$ cat src/rtl/mutation_gene_packer.sv
// Packs up to three lane-valid genes per cycle, in lane order, into a FIFO and
// drains them as a single-gene valid/ready stream with occupancy, count and overflow status.
module mutation_gene_packer #(
   parameter int GENE_SZ = 64,
   parameter int ATTR_SZ = 8,
   parameter int DEPTH   = 8
) (
   input  logic                       clk,
   input  logic                       rst_n,
   input  logic                       setup,
   input  logic [2:0]                 in_valid,
   input  logic [GENE_SZ-1:0]         in_gene1,
   input  logic [GENE_SZ-1:0]         in_gene2,
   input  logic [GENE_SZ-1:0]         in_gene3,
   output logic                       in_ready,
   output logic [GENE_SZ-1:0]         out_gene,
   output logic                       out_valid,
   input  logic                       out_ready,
   output logic [$clog2(DEPTH):0]     occupancy,
   output logic [ATTR_SZ-1:0]         gene_count,
   output logic                       overflow_err
);

   localparam int PW = $clog2(DEPTH);
   localparam int CW = PW + 1;

   logic [GENE_SZ-1:0] mem [DEPTH];
   logic [PW-1:0]      wr_ptr;
   logic [PW-1:0]      rd_ptr;
   logic [CW-1:0]      cnt;
   logic [CW-1:0]      free;
   logic [1:0]         n;
   logic [PW-1:0]      off2;
   logic [PW-1:0]      off3;
   logic               any_in;
   logic               push;
   logic               pop;

   // Each valid lane lands at wr_ptr plus the number of valid lanes below it.
   assign n      = 2'(in_valid[0]) + 2'(in_valid[1]) + 2'(in_valid[2]);
   assign off2   = PW'(in_valid[0]);
   assign off3   = PW'(in_valid[0]) + PW'(in_valid[1]);

   assign free      = CW'(DEPTH) - cnt;
   assign in_ready  = (free >= CW'(3)) && !setup;
   assign any_in    = |in_valid;
   assign push      = any_in && in_ready;
   assign out_valid = (cnt != '0);
   assign pop       = out_valid && out_ready && !setup;
   assign out_gene  = out_valid ? mem[rd_ptr] : '0;
   assign occupancy = cnt;

   // NOTE: the storage array has no reset; entries are only read after being
   // written, and leaving it unreset lets it map onto plain RAM/flops without a reset net.
   always_ff @(posedge clk) begin
      if (push) begin
         if (in_valid[0]) mem[wr_ptr]        <= in_gene1;
         if (in_valid[1]) mem[wr_ptr + off2] <= in_gene2;
         if (in_valid[2]) mem[wr_ptr + off3] <= in_gene3;
      end
   end

   // NOTE: sequential state uses non-blocking assignments so every register
   // samples the pre-edge values regardless of statement order.
   always_ff @(posedge clk or negedge rst_n) begin
      if (!rst_n) begin
         wr_ptr       <= '0;
         rd_ptr       <= '0;
         cnt          <= '0;
         gene_count   <= '0;
         overflow_err <= 1'b0;
      end else if (setup) begin
         wr_ptr       <= '0;
         rd_ptr       <= '0;
         cnt          <= '0;
         gene_count   <= '0;
         overflow_err <= 1'b0;
      end else begin
         if (push) wr_ptr <= wr_ptr + PW'(n);
         if (pop)  rd_ptr <= rd_ptr + PW'(1);
         cnt <= cnt + (push ? CW'(n) : CW'(0)) - (pop ? CW'(1) : CW'(0));
         if (pop && (gene_count != '1)) gene_count <= gene_count + ATTR_SZ'(1);
         // Whole bundle is dropped when space is short; this flag is the only trace.
         if (any_in && !in_ready) overflow_err <= 1'b1;
      end
   end

endmodule

$ cat config.mk
export PLATFORM = sky130hd
export DESIGN_NAME = mutation_gene_packer
export DESIGN_NICKNAME = d
export VERILOG_FILES = /design/src/rtl/mutation_gene_packer.sv
export SDC_FILE = /design/constraint.sdc
export NUM_CORES = 1
export LEC_CHECK = 0
export CAP_MARGIN = 30
export CORE_MARGIN = 2
export CORE_UTILIZATION = 28
export CTS_BUF_LIST = sky130_fd_sc_hd__clkbuf_8
export CTS_CLUSTER_SIZE = 28
export DETAILED_ROUTE_END_ITERATION = 6
export SYNTH_ARGS = -nofsm -noshare
export SYNTH_HDL_FRONTEND = slang
export SYNTH_SLANG_ARGS = --single-unit
$ cat constraint.sdc
create_clock -name clk -period 17.4 [get_ports clk]
set_clock_uncertainty 0.2 [all_clocks]
set_input_delay 2.61 -clock clk [delete_from_list [all_inputs] [get_ports clk]]
set_output_delay 2.61 -clock clk [all_outputs]
set_load 0.01 [all_outputs]
* Word-level counts from Yosys, hierarchy flattened *
Memory sizes are Yosys's and may differ from the RTL's.
Index checks and enable logic that the tools add are counted.

cells by class
  add/subtract/negate cells = 11
  multipliers = 0
  divide/modulo/power cells = 0
  order comparisons = 1
  equality and inequality tests = 1
  shift-type cells = 0
  multiplexer cells = 21
  bitwise operators = 0
  reductions and logical operators = 14

operator list
  cell                 count
  $mux 64              1
  $mux 8               2
  $mux 1               12
  $mux 3               4
  $add 8x1->8 const B  1
  $ne 8x8->1 const B   1
  $reduce_bool 2->1    4
  $add 3x2->3          2
  $logic_and 1x1->1    6
  $add 1x1->2          2
  $add 4x2->4          1
  $ge 4x2->1 const B   1
  $mux 4               1
  $reduce_bool 4->1    1
  $sub 4x1->4          1
  $sub 4x4->4 const A  1
  $add 3x1->3          1
  $add 3x1->3 const B  1
  $reduce_or 3->1      1
  $add 2x1->2          1
  $logic_not 1->1      2
  $mux 2               1

word-level totals
  register bits = 19
  latch bits = 0
  bits in writable memories = 512
  ROM bits = 0
  input port bits = 199
  output and inout port bits = 79
  word-level logic and storage cells = 54
  memories = 1

memory list
  memory  depth  width  read ports  clocked after Yosys merged registers in  wr ports  RTL line  RTL
  mem     8      64     1           0                                        3         27        logic [GENE_SZ-1:0] mem [DEPTH];

* Longest topological paths before layout *
Gate-level depths: netlist of run 1.

  word-level depth = 8
  mapped depth = 14
  mapped depth without buffers = 13

* Worst setup path after synthesis of run 1 *
No wires, ideal clock.

  path type = input to register
  start point = in setup
  end point = mem mem[1][0] (enable)
  library setup time = 706 ps
  data arrival time = 10447 ps
  data required time = 16494 ps
  setup slack = 6047 ps
  stages on the path = 4
  path buffers = 1
  path through = buf_2 clkinv_1 nand4_1 o311ai_0

RTL lines
  element             RTL line  RTL
  start: declaration  10        input logic setup,
  end: declaration    27

* Final worst setup path of run 1 *
  start point = reg rd_ptr[1]
  end point = out out_gene[17]

between the ends
  word-level cells in the longest chain between the ends = 2

RTL lines
  element                   RTL line  RTL
  start: declaration        29        logic [PW-1:0] rd_ptr;
  start signal: assignment  80        if (pop) rd_ptr <= rd_ptr + PW'(1);
  $mem_v2 8x64              -
  $mux 64                   50        assign out_gene = out_valid ? mem[rd_ptr] : '0;
  end: declaration          16        output logic [GENE_SZ-1:0] out_gene,

No other way between the ends.

==> results of run 1 <==
metrics by stage:
stage	util	hold slack (ps)
floorplan	-	331.3
global placement	0.3159	314.6
detailed placement	0.3164	311.7
CTS	0.3321	331.1
global route	0.3324	372.1
finish	0.3325	336.1
where the power goes:
part	internal, mW	total [mW]	switching (mW)	leakage [nW]
Sequential	1.73	1.83	0.0946	4.91
Clock	0.586	1.17	0.583	1.06
Combinational	0.925	1.96	1.04	7.08
Total	3.24	4.96	1.71	13.1
synthesized netlist by cell type:
cell	instances
mux4_2	128
a21o_1	1
inv_1	15
nand2b_1	2
nand2_1	10
nand4_1	18
buf_1	6
nor2b_1	5
nor3_1	2
o21ai_0	2
xor2_1	4
nor3b_1	1
o211a_1	1
xnor2_1	4
dfrtp_1	19
o311ai_0	6
and4b_1	1
edfxtp_1	512
or4b_1	1
nor2_1	77
nor4b_2	1
ha_1	12
and2_1	2
nand3b_1	1
or3_1	2
o31ai_1	2
and4bb_2	2
buf_4	41
clkbuf_1	29
a21oi_1	5
or4_1	1
and3_1	3
buf_6	55
fa_1	4
mux2_2	1026
o211ai_1	6
o41ai_1	3
clkinv_1	1
and4_1	1
or4b_2	1
mux2i_1	65
nand3_1	5
buf_2	32
a31oi_1	1
sequential cells by signal, summed over array words and instances, names as in the netlist:
register and cells:
wr_ptr 3, gene_count 8, occupancy 4, mem 512, overflow_err 1, rd_ptr 3
layer usage:
| metal | global-route usage | vias up | share of wire |
|---|---|---|---|
| met3 | 0.04961 | 254 | 0.072 |
| met5 | 0 | - | 0.0034 |
| li1 | - | 9064 | - |
| met4 | 0.06712 | 58 | 0.030 |
| met1 | 0.2416 | 11040 | 0.43 |
| met2 | 0.3005 | 752 | 0.47 |
cell type report:
type                            count  area (sq um)  share of cell area
Inverter                           16         60.06            0.001530
Sequential cell                   531         15860              0.4040
Tap cell                         1536          1922             0.04895
Clock buffer                      104          1431             0.03646
Multi-Input combinational cell   1406         16270              0.4143
Timing Repair Buffer              334          3261             0.08305
Clock inverter                     85         429.2             0.01093
Antenna cell                       12         30.03           0.0007648
worst max-delay path, cell delays in order (launching register included):
cell	delay [ps]
dfrtp_4	620
buf_4	820
buf_4	500
buf_16	330
mux4_2	360
mux2i_1	470
nor2_1	100
clkdlybuf4s50_1	500
cell families after synthesis:
group           Yosys count  share of synthesized area
buf+inv                 179                    0.03831
compound gates           27                   0.005923
xor+xnor                  8                   0.002099
flops                   531                     0.4749
mux                    1219                     0.4520
fa+ha+maj                16                   0.006898
simple gates            136                    0.01987
final timing paths:
path / startpoint / to / slack, ps / depth (start not counted)
worst max register to register: occupancy[1] / mem[6][41] / 12970 / 7
worst max-delay path: rd_ptr[1] / out_gene[17] / 10080 / 7
worst min-delay path: gene_count[7] / gene_count[7] / 340 / 1
max in group asynchronous: rst_n / rd_ptr[0] / 14780 / 2
worst min register to register: gene_count[7] / gene_count[7] / 340 / 1
min in group asynchronous: rst_n / gene_count[2] / 1840 / 1
==> results.txt, run 1 <==
DRC Markers: 0
DRT Pass-1 Iters: 5
Total gr overflow: 0
Final Hold Fails: 0
Post-CTS Setup Inserts: 0
Synthesis Warnings: 0
Clock buffer depth: 3
Htree depth: 3
Final instance area: 39,260 sq um
Num CTS Buffers: 103
Ranking of synthesized cells by area: edfxtp_1, mux2_2, mux4_2
Initial Util: 0.2827
RD Place Congestion: 0.7642
Die Area: 122,000 sq um
Initial antenna violation count: 41
Pre-CTS setup slack: 10,240 ps
PnR worst setup slack: 10,080 ps
Fillers: 11.35k
Final setup fails: 0
Post-synthesis sequential area ratio: 0.4749
VDD IR max: 0.0001430 V
Slew headroom: 0.3224
I/O pins: 278
Vias per std cell: 5.259
Die H: 349.3 um
Worst Hold Class: reg2reg
Post-synthesis register bit count: 531
Clock latency on the worst-skew pair: 740 ps
Area growth from synthesis to layout: 17.63%
Number of global-route vias before repair: 23.12k
Synth Cell Area: 33,380 sq um
Pin count of the biggest net entering global routing: 103
Crit end category: primary output
Number of buffers added on ports: 277
Least-Margin Pin Slew: 1016 ps
Finished Layout Cells: 4,024
Post-synth top area cell: edfxtp_1
Placed Cells: 3,822
Max Fclk: 0.1367 GHz
Arr. time, crit path: 4510 ps
Via count: 21.16k
Avg Inst Size Synth: 15.77 sq um
Starting DRT DRC Count: 1,658
CTS tree: yes
Max_cap viols: 0
Critical path startpoint category: flop
Post_cts resized: 0
Final Max Tran Viols: 0
Syn Nets: 2,331
Synth unique cells: 44
Power Total: 4.955 mW
Synth top area share: 0.4606
Antenna-violating nets left: 0
Setup CP Type: reg2out
Commonest non-fill, non-tap cell in the layout: mux2_2
Core area: 118,100 sq um
CTS Hold Bufs: 0
Hpwl dp: 65,330 um
Area after DPL: 37,360 sq um
Post-Route WL: 116,100 um
Tmin final: 7317 ps
Setup TNS Final: 0 ps
Wire length of the first global-routing pass: 165,000 um
Clk slew on worst S/H paths: 60 ps
Outcome: finished clean
Mapped Cells: 2,116
Crit Path Max Fanout: 52
Die Wd: 349.3 um
Share of cells above drive strength 1: 0.5452
CTS Sinks: 531
Drt wl/cell: 28.84 um
Crit share post-route: 0.4205
Cell area power density: 126.2 nW/um^2
RSZ-0062 raised after global routing: no
Crit path required time: 14,590 ps
Rows: 126
Leakage: 13.05 nW
Net count, final: 2,607
Most frequent cells in the layout: mux2_2, edfxtp_1, clkdlybuf4s50_1, mux4_2, clkbuf_8
Root buf cell: clkbuf_8
GRT Total Usage: 0.1871
Power figures use the tool's default switching activity.
==> run 2, diff against run 1 <==
==> constraint.sdc (replaced) <==
create_clock -name clk -period 7 [get_ports clk]
set_clock_uncertainty 0.2 [all_clocks]
set_input_delay 1.05 -clock clk [delete_from_list [all_inputs] [get_ports clk]]
set_output_delay 1.05 -clock clk [all_outputs]
set_load 0.01 [all_outputs]
==> run 2 against run 1 <==
Sequential cell count unchanged. Highest routed layer unchanged. Via count down 0.33%. Routed wire length down 3.1%. Critical endpoint is now out_gene[5]. Utilization up 0.065 points. Cell count down 0.45%. First-iteration DRC count down 0.84%.
==> results.txt, run 2 (synthesis results as in run 1) <==
Area after DPL: 37,400 sq um
PnR worst setup slack: 1759 ps
Initial antenna violation count: 39
Post_cts resized: 0
Final Hold Fails: 0
Final instance area: 39,340 sq um
Post-CTS Setup Inserts: 0
Most frequent cells in the layout: mux2_2, edfxtp_1, clkdlybuf4s50_1, mux4_2, clkbuf_8
Pre-CTS setup slack: 1844 ps
Total gr overflow: 0
Hpwl dp: 64,130 um
Start point of the worst hold path: overflow_err
Final Core Density: 0.3332
Crit path required time: 5750 ps
Wire length of the first global-routing pass: 161,400 um
Setup CP Type: reg2out
RD Place Congestion: 0.7556
Worst-case reg-to-reg path depth: 14
Finished Layout Cells: 4,006
RSZ-0062 raised after global routing: no
Int Pwr: 8.182 mW
Leakage: 13.09 nW
Die Area: 122,000 sq um
VDD IR max: 0.0002918 V
Rows: 126
Most flops, register: mem
DRT Pass-1 Iters: 5
Antenna-violating nets left: 0
Commonest non-fill, non-tap cell in the layout: mux2_2
Num CTS Buffers: 100
Die Wd: 349.3 um
DRC Markers: 0
Power Total: 12.41 mW
GRT Total Usage: 0.1811
I/O pins: 278
Worst r2r src: occupancy[2]
Die H: 349.3 um
Clock network power share: 0.243
Number of global-route vias before repair: 22.97k
Cell area power density: 315.5 nW/um^2
Hold Path Sink: overflow_err
Reg2reg setup slack: 2640 ps
Core area: 118,100 sq um
Initial Util: 0.2827
Post-Route WL: 112,500 um
Final Max Tran Viols: 0
Critical path startpoint category: flop
CTS Hold Bufs: 0
Crit share post-route: 0.7488
Crit Path Max Fanout: 37
Outcome: finished clean
Max reg flops: 512
Number of buffers added on ports: 277
Arr. time, crit path: 3990 ps
Starting DRT DRC Count: 1,644
Worst Hold Class: reg2reg
Net switching power: 4.231 mW
Htree depth: 3
Root buf cell: clkbuf_8
Drt wl/cell: 28.07 um
Clk slew on worst S/H paths: 60 ps
Hold slack: 330.3 ps
R2R Path End: occupancy[2]
Placed Cells: 3,814
CTS Sinks: 531
Switch share: 0.3409
Max Fclk: 0.1908 GHz
Vias per std cell: 5.265
Tmin final: 5241 ps
Clock latency on the worst-skew pair: 760 ps
Via count: 21.09k
Share of cells above drive strength 1: 0.5439
Worst Hold Depth: 2
Seq pwr share: 0.368
Pin count of the biggest net entering global routing: 66
Net count, final: 2,595
Clock buffer depth: 3
Max_cap viols: 0
Final setup fails: 0
CTS tree: yes
Comb pwr share: 0.389
Least-Margin Pin Slew: 955.7 ps
Setup TNS Final: 0 ps
Slew headroom: 0.3629
Area growth from synthesis to layout: 17.86%
Crit end category: primary output
run 2: worst max-delay path by stage:
stage | from | endpoint
after CTS | rd_ptr[0] | out_gene[9]
after global placement | in_valid[0] | mem[6][34]
after global routing | rd_ptr[0] | out_gene[13]
final | rd_ptr[0] | out_gene[5]
after detailed placement | in_valid[0] | mem[6][34]
after floorplan | setup | mem[7][0]
run 2: worst max-delay path: stages, from the launching register on:
cell	delay [ps]
dfrtp_4	1020
buf_4	720
mux4_2	580
mux2i_1	200
nor2_1	130
clkdlybuf4s50_1	530
run 2: area by class of cell:
cell class | instances | area, sq um
fill | 11230 | 78740
sequential | 531 | 15860
clock buffer | 102 | 1404
multi-input combinational | 1406 | 16290
inverter | 16 | 60.06
clock inverter | 78 | 503.0
timing repair buffer | 325 | 3271
antenna | 12 | 30.03
tap | 1536 | 1922
run 2: power by group through the flow:
stage / combinational, mW / clock, mW / sequential, mW
final: 4.83 / 3.01 / 4.57
after floorplan: 2.96 / 0 / 4.53
after CTS: 4.90 / 3.10 / 4.58
after detailed placement: 4.88 / 0 / 4.64
after global routing: 5.14 / 3.23 / 4.62
after global placement: 4.81 / 0 / 4.60
run 2: layer usage:
metal  wire length (um)  global-route usage  up-vias
met4               2379             0.05252       56
met2              54070              0.2989      682
met1              47180              0.2301    11060
li1                   -                   -     9058
met5                322                   0        -
met3               8498             0.05094      234
